==> src/rtl/riscv_pkg.sv <==
// Shared types and constants for the common data bus arbiter.
// Module parameters mirror the defaults held here.
package riscv_pkg;

    localparam int NFU       = 3;
    localparam int CDB_WIDTH = 31;
    localparam int CDB_ROB   = 2;

    typedef struct packed {
        logic [CDB_WIDTH:0] result;
        logic [CDB_ROB:0]   rob;
    } cdb_entry_t;

endpackage

==> src/rtl/cdb_fifo.sv <==
// Two-entry completion buffer for one functional unit.
// Clear empties the buffer and wins over push and pop.
module cdb_fifo
    import riscv_pkg::*;
#(
    parameter int DW = $bits(cdb_entry_t)
) (
    input  logic          clk,
    input  logic          rst_n,
    input  logic          clear,
    input  logic          push,
    input  logic          pop,
    input  logic [DW-1:0] din,
    output logic [1:0]    count,
    output logic [DW-1:0] head
);

    logic [DW-1:0] mem [2];
    logic          wr_ptr;
    logic          rd_ptr;
    logic          do_push;
    logic          do_pop;

    assign do_push = push && (count != 2'd2) && !clear;
    assign do_pop  = pop && (count != 2'd0) && !clear;
    assign head    = mem[rd_ptr];

    always_ff @(posedge clk or negedge rst_n) begin
        if (!rst_n) begin
            wr_ptr <= 1'b0;
            rd_ptr <= 1'b0;
            count  <= 2'd0;
        end else if (clear) begin
            wr_ptr <= 1'b0;
            rd_ptr <= 1'b0;
            count  <= 2'd0;
        end else begin
            if (do_push) wr_ptr <= ~wr_ptr;
            if (do_pop)  rd_ptr <= ~rd_ptr;
            count <= count + {1'b0, do_push} - {1'b0, do_pop};
        end
    end

    // Storage needs no reset: count gates every read of it.
    always_ff @(posedge clk) begin
        if (do_push) mem[wr_ptr] <= din;
    end

endmodule

==> src/rtl/cdb_arbiter.sv <==
// Round-robin arbiter that funnels functional-unit results
// onto a registered common data bus broadcast.
module cdb_arbiter
    import riscv_pkg::*;
#(
    parameter int WIDTH = riscv_pkg::CDB_WIDTH,
    parameter int ROB   = riscv_pkg::CDB_ROB,
    parameter int NFU   = riscv_pkg::NFU,
    localparam int SW   = (NFU > 1) ? $clog2(NFU) : 1
) (
    input  logic                      clk,
    input  logic                      globalReset,
    input  logic [NFU-1:0]            fuValid,
    input  logic [NFU-1:0][WIDTH:0]   fuResult,
    input  logic [NFU-1:0][ROB:0]     fuRob,
    output logic [NFU-1:0]            fuReady,
    input  logic                      clear,
    input  logic                      cdbStall,
    output logic                      cdbValid,
    output logic [WIDTH:0]            cdbResult,
    output logic [ROB:0]              cdbRob,
    output logic [SW-1:0]             cdbSrc
);

    localparam int DW = WIDTH + ROB + 2;

    typedef struct packed {
        logic [WIDTH:0] result;
        logic [ROB:0]   rob;
    } entry_t;

    logic [NFU-1:0][1:0] count;
    entry_t [NFU-1:0]    head;
    logic [NFU-1:0]      busy;
    logic [NFU-1:0]      push;
    logic [NFU-1:0]      pop;
    logic [SW-1:0]       rr_ptr;
    logic [SW-1:0]       win;
    logic [SW-1:0]       nxt;
    logic                found;
    logic                advance;
    logic                grant;

    // Scan downward so the lowest offset from ptr is the last hit.
    function automatic logic [SW:0] rr_pick(
        input logic [NFU-1:0] req,
        input logic [SW-1:0]  ptr
    );
        logic [SW:0]   r;
        logic [SW-1:0] j;
        r = '0;
        for (int k = NFU - 1; k >= 0; k--) begin
            j = SW'((int'(ptr) + k) % NFU);
            if (req[j]) r = {1'b1, j};
        end
        return r;
    endfunction

    always_comb begin
        busy    = '0;
        fuReady = '0;
        for (int i = 0; i < NFU; i++) begin
            busy[i]    = count[i] != 2'd0;
            fuReady[i] = count[i] != 2'd2;
        end
    end

    assign push           = fuValid & fuReady;
    assign {found, win}   = rr_pick(busy, rr_ptr);
    assign advance        = !cdbValid || !cdbStall;
    assign grant          = advance && found && !clear;
    assign nxt            = (win == SW'(NFU - 1)) ? '0 : win + 1'b1;

    for (genvar i = 0; i < NFU; i++) begin : g_fifo
        assign pop[i] = grant && (win == SW'(i));

        cdb_fifo #(
            .DW (DW)
        ) u_fifo (
            .clk   (clk),
            .rst_n (globalReset),
            .clear (clear),
            .push  (push[i]),
            .pop   (pop[i]),
            .din   ({fuResult[i], fuRob[i]}),
            .count (count[i]),
            .head  (head[i])
        );
    end

    always_ff @(posedge clk or negedge globalReset) begin
        if (!globalReset) begin
            cdbValid  <= 1'b0;
            cdbResult <= '0;
            cdbRob    <= '0;
            cdbSrc    <= '0;
            rr_ptr    <= '0;
        end else if (clear) begin
            cdbValid <= 1'b0;
            rr_ptr   <= '0;
        end else if (advance) begin
            if (found) begin
                cdbValid  <= 1'b1;
                cdbResult <= head[win].result;
                cdbRob    <= head[win].rob;
                cdbSrc    <= win;
                rr_ptr    <= nxt;
            end else begin
                cdbValid <= 1'b0;
            end
        end
    end

endmodule

==> config.mk <==
export PLATFORM = sky130hd
export DESIGN_NAME = cdb_arbiter
export DESIGN_NICKNAME = d
export VERILOG_FILES = /design/src/rtl/riscv_pkg.sv /design/src/rtl/cdb_fifo.sv /design/src/rtl/cdb_arbiter.sv
export SDC_FILE = /design/constraint.sdc
export NUM_CORES = 1
export LEC_CHECK = 0
export ABC_CLOCK_PERIOD_IN_PS = 9400
export CELL_PAD_IN_SITES_DETAIL_PLACEMENT = 0
export CELL_PAD_IN_SITES_GLOBAL_PLACEMENT = 2
export CORE_UTILIZATION = 42
export DETAILED_ROUTE_END_ITERATION = 10
export GPL_TIMING_DRIVEN = 0
export PLACE_DENSITY = 0.88
export SLEW_MARGIN = 25
export SYNTH_ARGS = -nofsm -noshare
export SYNTH_HDL_FRONTEND = slang
export SYNTH_SLANG_ARGS = --single-unit
==> constraint.sdc <==
create_clock -name clk -period 9.4 [get_ports clk]
set_input_delay 2.82 -clock clk [delete_from_list [all_inputs] [get_ports clk]]
set_output_delay 2.82 -clock clk [all_outputs]
set_load 0.01 [all_outputs]
==> results.tsv <==
metric	value	unit
diodes inserted	0	
Setup crit start kind	input port	
drt pass-1 iters	4	
Residual DRC	0	
max-cap violations	0	
number of hold buffers added after CTS	0	
Final Hold Fails	0	
GRT Total Usage	0.1862	
flops & latches, synth	262	
Die Height	159.4	um
H-tree depth	1	
worst hold path type	reg -> reg	
Hold Crit Start	cdbSrc[1]$_DFFE_PN0P_	
largest net degree at the start of global routing	51	
post-synthesis sequential area ratio	0.7311	
Reg power frac	0.373	
Iter 0 DRT Violations	316	
final worst path period share	0.5229	
layout overhead on the synthesized area	29.26	%
grt ovf	0	
DR WL/cell	20.30	um
Rows	57	
final core utilization	0.5530	
required time of the critical path	9790	ps
CP max stage cell	clkdlybuf4s50_1	
reg-to-reg slack, setup	5880	ps
post-route antenna net violation count	0	
largest stage delay on the critical path	580	ps
Post-DP HPWL	16.73	mm
fin cells	1155	
mapped cell area	0.01040	mm2
Via Count	5975	
critical path class	in -> reg	
layout cells sized above 1	0.09747	
Post-DP Area	0.01256	mm2
post-cts gate resize count	0	
clock buffer depth	3	
FMAX	203.4	MHz
Critical Path, Cell by Cell	clkdlybuf4s50_1 -> a21oi_1 -> o31ai_2 -> buf_2 -> buf_2 -> nor2_1 -> ha_1 -> inv_1 -> ha_1 -> xor2_1 -> xnor2_1 -> nor2_1	
Sw Share	0.3244	
Mean Syn Cell Area	16.95	um2
IO Count	153	
Final TNS setup	0	ps
Synth Net Count	735	
Post-CTS Setup Bufs	0	
top post-synthesis cells by area	edfxtp_1, mux2i_1, dfrtp_1, a221o_1, nor3_1	
Skew-Pair Late Insertion Delay	530	ps
critical path peak fanout	10	
Clock Power Share	0.257	
Die ar.	0.02541	mm2
gp weighted congestion	0.8141	
Static Leak	4.776	nW
CP Data Arrival Time	5310	ps
number of global-route vias before repair	6487	
total chip power	4.166	mW
worst-case clock skew	15.70	ps
layout net count	933	
distinct cell type count after synthesis	42	
worst hold slack	500.2	ps
first-pass GRT wire length	36.16	mm
Synth Instances	614	
Worst slew margin	0.4100	
outcome	finished clean	
Setup WS post-layout	4484	ps
Placed Cells	1107	
clk root buf	clkbuf_16	
TritonCTS clock tree	done	
clk sinks	262	
Synth Warn #	0	
RSZ-0062 raised after global routing	no	
Yosys top cell area share	0.6061	
Core Region	0.02432	mm2
initial antenna violation count	3	
via/cell ratio	5.173	
setup violators final	0	
minimum clock period	4916	ps
# port buffers	152	
Max Slew Vio Count	0	
pre-CTS setup slack	3948	ps
clk slew on worst S/H paths	60	ps
initial core utilization	0.4278	
reg-to-reg startpoint	rr_ptr[0]$_DFFE_PN0P_	
P per Cell Area	309.8	mW/mm2
largest vdd supply drop	0.1458	mV
post-route cell area	0.01345	mm2
crit path launch	clear	
Sw Pwr	1.351	mW
Fillers	1903	
TritonCTS buffer count	27	
measured slew at the worst slew-check pin	884.9	ps
Routed WL	23.45	mm
P_int	2.815	mW
dominant cell type by area after synthesis	edfxtp_1	
CP endpoint kind	register	
die width	159.4	um
Comb pwr share	0.370	
==> area by class of cell <==
| type | instances | area, um2 | area share |
|---|---|---|---|
| Sequential cell | 262 | 7607 | 0.5656 |
| Multi-Input combinational cell | 306 | 2615 | 0.1944 |
| Timing Repair Buffer | 169 | 1730 | 0.1287 |
| Clock buffer | 32 | 704.4 | 0.05238 |
| Tap cell | 324 | 405.4 | 0.03014 |
| Clock inverter | 16 | 185.2 | 0.01377 |
| Buffer | 37 | 167.7 | 0.01247 |
| Inverter | 9 | 33.78 | 0.002512 |
==> logic make-up after synthesis <==
kind of cell | Yosys count | synth area share
flops | 262 | 0.7311
mux | 142 | 0.1371
simple gates | 87 | 0.04305
compound gates | 59 | 0.05099
buf+inv | 46 | 0.01936
xor+xnor | 9 | 0.007576
fa+ha+maj | 9 | 0.01082
==> placed cells by master (no fill, tap or decap), types with 4 or more instances in the layout <==
cell type / Yosys / final
a21oi_1: 6 / 6
a221o_1: 36 / 36
buf_16: 0 / 4
buf_2: 4 / 4
buf_4: 4 / 17
bufinv_16: 0 / 4
clkbuf_1: 24 / 28
clkbuf_16: 0 / 27
clkdlybuf4s50_1: 0 / 151
clkinv_2: 0 / 8
dfrtp_1: 52 / 52
edfxtp_1: 210 / 210
ha_1: 9 / 9
inv_1: 9 / 9
mux2i_1: 141 / 141
nand2_1: 10 / 10
nor2_1: 16 / 16
nor2b_1: 6 / 6
nor3_1: 39 / 36
xor2_1: 6 / 6
==> cell usage after synthesis, drive strengths merged <==
master   count
o31ai        2
nand3b       1
o2bb2ai      2
nor2b        6
nand2b       3
or2b         1
a221o       36
nor4         1
buf         12
dfrtp       52
xor2         6
or3          2
nor3        39
a211oi       1
a21o         1
nor2        16
inv          9
a21oi        6
ha           9
edfxtp     210
o21ai        4
xnor2        3
o22a         1
a31oi        2
and2         3
o21a         1
clkbuf      25
o32ai        3
mux2i      141
or3b         2
nand4bb      1
nor3b        2
nand2       10
mux2         1
==> per-layer routing <==
layer,GRT usage,part of all wire
met1,0.2384,0.43
met2,0.3242,0.50
met3,0.03386,0.052
met4,0.05245,0.021
met5,0,0.0011
==> state kept, by name (all words and copies together) (netlist names) <==
register,count
rr_ptr,2
cdbRob,3
g_fifo.u_fifo.wr_ptr,3
cdbValid,1
g_fifo.u_fifo.rd_ptr,3
cdbResult,32
g_fifo.u_fifo.count,6
g_fifo.u_fifo.mem,210
cdbSrc,2
==> path summary, 6_finish.rpt <==
kind / cells past startpoint / endpoint
max in group asynchronous: 2 / cdbResult[24]$_DFFE_PN0P_
hold / removal: 1 / cdbSrc[1]$_DFFE_PN0P_
setup / recovery: 12 / g_fifo[2].u_fifo.count[1]$_DFF_PN0_
min in group asynchronous: 1 / cdbResult[8]$_DFFE_PN0P_
hold reg to reg: 1 / cdbSrc[1]$_DFFE_PN0P_
setup reg to reg: 15 / g_fifo[2].u_fifo.count[1]$_DFF_PN0_
==> critical path, delay by kind of cell <==
| family | cells | cell delay, ps |
|---|---|---|
| AOI/OAI and AO/OA | 2 | 220 |
| xor gates and xnor gates | 2 | 350 |
| adders and majority gates | 2 | 510 |
| buffers and inverters | 4 | 1260 |
| and+or+nand+nor | 2 | 140 |
==> power groups by stage <==
stage          logic, mW  clock network, mW  registers [mW]
6_report            1.54               1.07            1.55
5_1_grt             1.67               1.13            1.57
4_1_cts             1.57               1.09            1.55
3_5_place_dp        1.56                  0            1.58
3_3_place_gp        1.49                  0            1.58
2_1_floorplan      0.955                  0            1.59
No activity file was read; power rests on OpenSTA's default activity.
